**src/rtl/arbiter_puf_pkg.sv**
```systemverilog
// rtl/arbiter_puf_pkg.sv - shared types, constants and vote helper for the PUF response collector
//
// Contents:
//   state_t          collector FSM states
//   TAP_MASK_DEFAULT default LFSR feedback taps (bits 63,62,60,59)
//   majority()       voted bit from a ones count and the number of votes
package arbiter_puf_pkg;

  typedef enum logic [2:0] {
    S_IDLE,
    S_LAUNCH,
    S_SETTLE,
    S_SAMPLE,
    S_NEXT,
    S_DONE
  } state_t;

  localparam logic [63:0] TAP_MASK_DEFAULT = 64'hD800_0000_0000_0000;

  // With an odd vote count there is never a tie.
  function automatic logic majority(input int unsigned count, input int unsigned votes);
    return count > (votes / 2);
  endfunction

endpackage

```
**src/rtl/puf_bit_sync.sv**
```systemverilog
// rtl/puf_bit_sync.sv - two-flop synchronizer for the asynchronous arbiter output
//
// Ports:
//   clk  in   clock
//   rst  in   synchronous active-high reset, clears both stages to 0
//   d    in   asynchronous input
//   q    out  second-stage (synchronized) output
module puf_bit_sync (
  input  logic clk,
  input  logic rst,
  input  logic d,
  output logic q
);

  logic meta;

  always_ff @(posedge clk) begin
    if (rst) begin
      meta <= 1'b0;
      q    <= 1'b0;
    end else begin
      meta <= d;
      q    <= meta;
    end
  end

endmodule

```
**src/rtl/puf_response_collector.sv**
```systemverilog
// rtl/puf_response_collector.sv - arbiter PUF challenge generator, vote sampler and response packer
//
// Ports:
//   iclk    in   clock
//   irst    in   synchronous active-high reset
//   istart  in   request pulse, accepted only when idle
//   iseed   in   initial challenge, captured on an accepted istart
//   ibit    in   arbiter output (asynchronous, synchronized internally)
//   ochal   out  current challenge driven to the delay chains
//   olaunch out  one-cycle race launch pulse
//   oresp   out  collected response word, first bit in the MSB
//   ovalid  out  one-cycle pulse marking a new oresp
//   obusy   out  high whenever a request is in progress
module puf_response_collector
  import arbiter_puf_pkg::*;
#(
  parameter int                CHAL_W   = 64,
  parameter int                RESP_W   = 32,
  parameter int                VOTES    = 5,
  parameter int                SETTLE   = 4,
  parameter logic [CHAL_W-1:0] TAP_MASK = CHAL_W'(TAP_MASK_DEFAULT)
) (
  input  logic              iclk,
  input  logic              irst,
  input  logic              istart,
  input  logic [CHAL_W-1:0] iseed,
  input  logic              ibit,
  output logic [CHAL_W-1:0] ochal,
  output logic              olaunch,
  output logic [RESP_W-1:0] oresp,
  output logic              ovalid,
  output logic              obusy
);

  localparam int VW = $clog2(VOTES + 1);
  localparam int SW = $clog2(SETTLE + 1);
  localparam int BW = $clog2(RESP_W + 1);

  state_t            state;
  logic [SW-1:0]     settle_cnt;
  logic [VW-1:0]     vote_cnt;
  logic [VW-1:0]     ones_cnt;
  logic [BW-1:0]     bit_cnt;
  logic [RESP_W-1:0] shreg;
  logic              bit_sync;

  logic [VW-1:0]     vote_next;
  logic [RESP_W-1:0] shreg_next;
  logic [CHAL_W-1:0] chal_next;

  puf_bit_sync u_bit_sync (
    .clk (iclk),
    .rst (irst),
    .d   (ibit),
    .q   (bit_sync)
  );

  assign vote_next  = vote_cnt + VW'(1);
  assign shreg_next = {shreg[RESP_W-2:0], majority(32'(ones_cnt), VOTES)};
  assign chal_next  = {ochal[CHAL_W-2:0], ^(ochal & TAP_MASK)};

  // olaunch and ovalid are asserted on the transition into LAUNCH / DONE so
  // that they are registered and coincide exactly with those states.
  always_ff @(posedge iclk) begin
    if (irst) begin
      state      <= S_IDLE;
      ochal      <= '0;
      olaunch    <= 1'b0;
      oresp      <= '0;
      ovalid     <= 1'b0;
      obusy      <= 1'b0;
      settle_cnt <= '0;
      vote_cnt   <= '0;
      ones_cnt   <= '0;
      bit_cnt    <= '0;
      shreg      <= '0;
    end else begin
      olaunch <= 1'b0;
      ovalid  <= 1'b0;
      case (state)
        S_IDLE: begin
          if (istart) begin
            // An all-zero seed would lock the LFSR, so substitute 1.
            ochal    <= (iseed == '0) ? CHAL_W'(1) : iseed;
            vote_cnt <= '0;
            ones_cnt <= '0;
            bit_cnt  <= '0;
            shreg    <= '0;
            olaunch  <= 1'b1;
            obusy    <= 1'b1;
            state    <= S_LAUNCH;
          end
        end
        S_LAUNCH: begin
          settle_cnt <= '0;
          state      <= S_SETTLE;
        end
        S_SETTLE: begin
          if (settle_cnt == SW'(SETTLE - 1)) begin
            state <= S_SAMPLE;
          end else begin
            settle_cnt <= settle_cnt + SW'(1);
          end
        end
        S_SAMPLE: begin
          ones_cnt <= ones_cnt + VW'(bit_sync);
          vote_cnt <= vote_next;
          if (vote_next < VW'(VOTES)) begin
            olaunch <= 1'b1;
            state   <= S_LAUNCH;
          end else begin
            state <= S_NEXT;
          end
        end
        S_NEXT: begin
          shreg    <= shreg_next;
          ochal    <= chal_next;
          vote_cnt <= '0;
          ones_cnt <= '0;
          if (bit_cnt == BW'(RESP_W - 1)) begin
            oresp  <= shreg_next;
            ovalid <= 1'b1;
            state  <= S_DONE;
          end else begin
            bit_cnt <= bit_cnt + BW'(1);
            olaunch <= 1'b1;
            state   <= S_LAUNCH;
          end
        end
        S_DONE: begin
          obusy <= 1'b0;
          state <= S_IDLE;
        end
        default: state <= S_IDLE;
      endcase
    end
  end

endmodule

```
**config.mk**
```make
export PLATFORM = sky130hd
export DESIGN_NAME = puf_response_collector
export DESIGN_NICKNAME = d
export VERILOG_FILES = /design/src/rtl/arbiter_puf_pkg.sv /design/src/rtl/puf_bit_sync.sv /design/src/rtl/puf_response_collector.sv
export SDC_FILE = /design/constraint.sdc
export NUM_CORES = 1
export LEC_CHECK = 0
export CORE_ASPECT_RATIO = 0.75
export CORE_UTILIZATION = 47
export CTS_CLUSTER_DIAMETER = 40
export DETAILED_ROUTE_END_ITERATION = 12
export PLACE_DENSITY_LB_ADDON = 0.12
export SETUP_SLACK_MARGIN = 0.05
export SKIP_CTS_REPAIR_TIMING = 1
export SLEW_MARGIN = 20
export SYNTH_ARGS = -nofsm -noshare
export SYNTH_HDL_FRONTEND = slang
export SYNTH_SLANG_ARGS = --single-unit
```
**constraint.sdc**
```tcl
create_clock -name iclk -period 2.1 [get_ports iclk]
set_input_delay 0.315 -clock iclk [delete_from_list [all_inputs] [get_ports iclk]]
set_output_delay 0.315 -clock iclk [all_outputs]
set_load 0.05 [all_outputs]
```
==> flow_summary.json <==
{
  "wl_per_cell_um": 15.6,
  "synth_top_family_by_area": "compound AO/OA/AOI/OAI gates",
  "setup_viol": 0,
  "hp-class": "input port to register",
  "min_period_over_period": 0.944,
  "synthAdderAreaFrac": 0.0129,
  "synth_fp_nets": 753,
  "stdcell_count": 1003,
  "nets": 903,
  "layout.area.seq_um2": 3000,
  "multi_input_area_um2": 2560,
  "synth_edf_count": 0,
  "relSlewSlack": 0.635,
  "fin_util": 0.699,
  "final_layout_size_suffix_gt1_frac": 0.0702,
  "grt-ovfl-total": 0,
  "total_power_mw": 7.55,
  "die_h_um": 98.5,
  "cp_data_arrival_time_ns": 1.67,
  "leakagePower_nw": 2.87,
  "netlist_instances": 679,
  "synthMuxAreaShare": 0.00171,
  "syn-mean-instance-area_um2": 8.60,
  "grt_start_max_net_pins": 69,
  "grt_pass1_vias": 5167,
  "synth_compound_area_frac": 0.231,
  "synth_cell_type_count": 37,
  "fillCellCount": 953,
  "cts_root_buf": "clkbuf_16",
  "swShare": 0.292,
  "pre_cts_ws_ns": -0.0503,
  "viasPerCell": 5.55,
  "drtIter0Drc": 385,
  "place_area_um2": 7680,
  "ctsHtreeMaxLevel": 4,
  "core.rowCount": 34,
  "cts_buffer_depth": 2,
  "io_buffers": 166,
  "cpPeakStageDelay_ns": 0.87,
  "ant_nets": 0,
  "cts_made_buffers": 17,
  "design.core.area_um2": 11800,
  "hold_viol": 0,
  "layout_min_cycle_time_ns": 1.98,
  "area_delta_synth_final_pct": 41.6,
  "final.setup.tns_ns": 0,
  "combPwrFrac": 0.194,
  "diodes": 0,
  "dieArea_um2": 12900,
  "fmax_mhz": 505,
  "antenna_found_initial": 0,
  "clk_latency_ns": 0.41,
  "cp_slowest_cell": "clkdlybuf4s50_1",
  "p_clk_frac": 0.395,
  "vdd_drop_max_v": 0.000650,
  "gp_congestion": 0.819,
  "critical_path_buf_inv_count": 1,
  "ys_ff_latch": 150,
  "cts_tree": "built",
  "setup_slack_ns": 0.118,
  "start_util": 0.494,
  "end_kind": "output pin",
  "async_flop_share": 0,
  "clkTransAtPathRegs_ns": 0.06,
  "crit_chain": "clkdlybuf4s50_1",
  "die_w_um": 131,
  "grtUsageTotal": 0.253,
  "whs_ns": 0.284,
  "critPathLaunchType": "register",
  "yosys_warnings": 0,
  "final_cell_area_um2": 8270,
  "final_max_slew_viol_count": 0,
  "synth_xor_area_frac": 0.0150,
  "critPathKind": "register to output pin",
  "seqPwrFrac": 0.411,
  "tightestPinTransition_ns": 0.543,
  "cts.sinks": 150,
  "cp_top_family": "buffers and inverters",
  "place_inst": 972,
  "status": "finished, final reports clean",
  "synth_area_um2": 5840,
  "io-pin-count": 167,
  "crit_fanout": 4,
  "yosysSeqAreaShare": 0.514,
  "grt_pass1_wl_um": 25600,
  "p_per_area_nw_per_um2": 914,
  "dr.pass1.iters": 6,
  "fin_skew_ns": 0.00828,
  "dp_hpwl_um": 10400,
  "drc": 0,
  "rsz0062_at_grt": "no",
  "switchingPower_mw": 2.21,
  "synth_ff_type": "dfxtp_1",
  "vias": 5570,
  "wl_um": 15700,
  "max_cap_violations": 0,
  "synth_simple_gate_area_frac": 0.177,
  "cell_internal_pwr_mw": 5.35,
  "worstPathRequired_ns": 1.78
}
synth_stat cells (6+ instances only):
| library cell | count | share of area |
|---|---|---|
| a21oi_1 | 104 | 0.089 |
| a22oi_1 | 98 | 0.13 |
| buf_2 | 18 | 0.015 |
| buf_4 | 7 | 0.0090 |
| clkbuf_1 | 28 | 0.018 |
| dfxtp_1 | 150 | 0.51 |
| ha_1 | 6 | 0.013 |
| nand2_1 | 137 | 0.088 |
| nand3_1 | 8 | 0.0069 |
| nor2_1 | 44 | 0.028 |
| nor4_1 | 17 | 0.018 |
| o21ai_0 | 7 | 0.0060 |
power groups by stage:
stage,logic (mW),clock network (mW),registers (mW)
6_report,1.46,2.99,3.10
5_1_grt,1.55,3.19,3.12
4_1_cts,1.46,3.04,3.10
3_5_place_dp,1.46,0,3.16
3_3_place_gp,1.44,0,3.15
2_1_floorplan,0.487,0,3.58
final timing paths:
path	cells after the start	from	end	slack, ns
hold reg to reg	1	u_bit_sync.meta	u_bit_sync.q	0.45
hold / removal	2	irst	shreg[11]	0.28
setup / recovery	1	ochal[62]	ochal[62]	0.12
setup reg to reg	6	state[1]	bit_cnt[1]	0.28
area by class of cell:
cell class	count	share of cell area
flip-flops and latches	150	0.363
multi-input cells	467	0.309
repair buffers	188	0.230
clock buffers	21	0.0557
well taps	162	0.0245
clock inverters	10	0.0150
inverters	5	0.00227
sequential cells by signal, indices dropped and copies added (netlist names):
name,cells
state,3
oresp,32
ochal,64
settle_cnt,3
u_bit_sync.meta,1
obusy,1
ovalid,1
bit_cnt,6
olaunch,1
vote_cnt,3
shreg,31
ones_cnt,3
u_bit_sync.q,1
logic make-up (layout without fill, tap and decap cells):
group	after synthesis	count (layout)
AOI/OAI and AO/OA	217	217
xor gates and xnor gates	10	10
adders and majority gates	6	6
buffers and inverters	62	224
DFF	150	150
muxes	1	1
and+or+nand+nor	233	233
cells in the final DEF (no fill, tap or decap), types with 3 or more instances in the layout:
cell type,synthesis,final
clkdlybuf4s50_1,0,164
nand3_1,8,8
clkbuf_16,0,17
ha_1,6,6
dfxtp_1,150,150
nor4_1,17,17
nand4_1,5,5
clkinvlp_4,0,5
inv_1,5,5
nor3_1,5,5
buf_12,0,6
xnor2_1,5,5
a22oi_1,98,98
nor3_2,3,3
nor2_1,44,44
nor2b_1,3,3
a21oi_1,104,104
nand2_1,137,137
buf_4,7,17
xor2_1,5,5
o21ai_0,7,7
routing by layer:
layer  vias to the layer above  GRT usage  part of all wire
li1                       2702          -                 -
met1                      2660      0.343              0.47
met2                       188      0.395              0.46
met3                        20     0.0717             0.061
met4                         0     0.0645             0.012
met5                         -          0                 0
No activity file was read; power rests on OpenSTA's default activity.
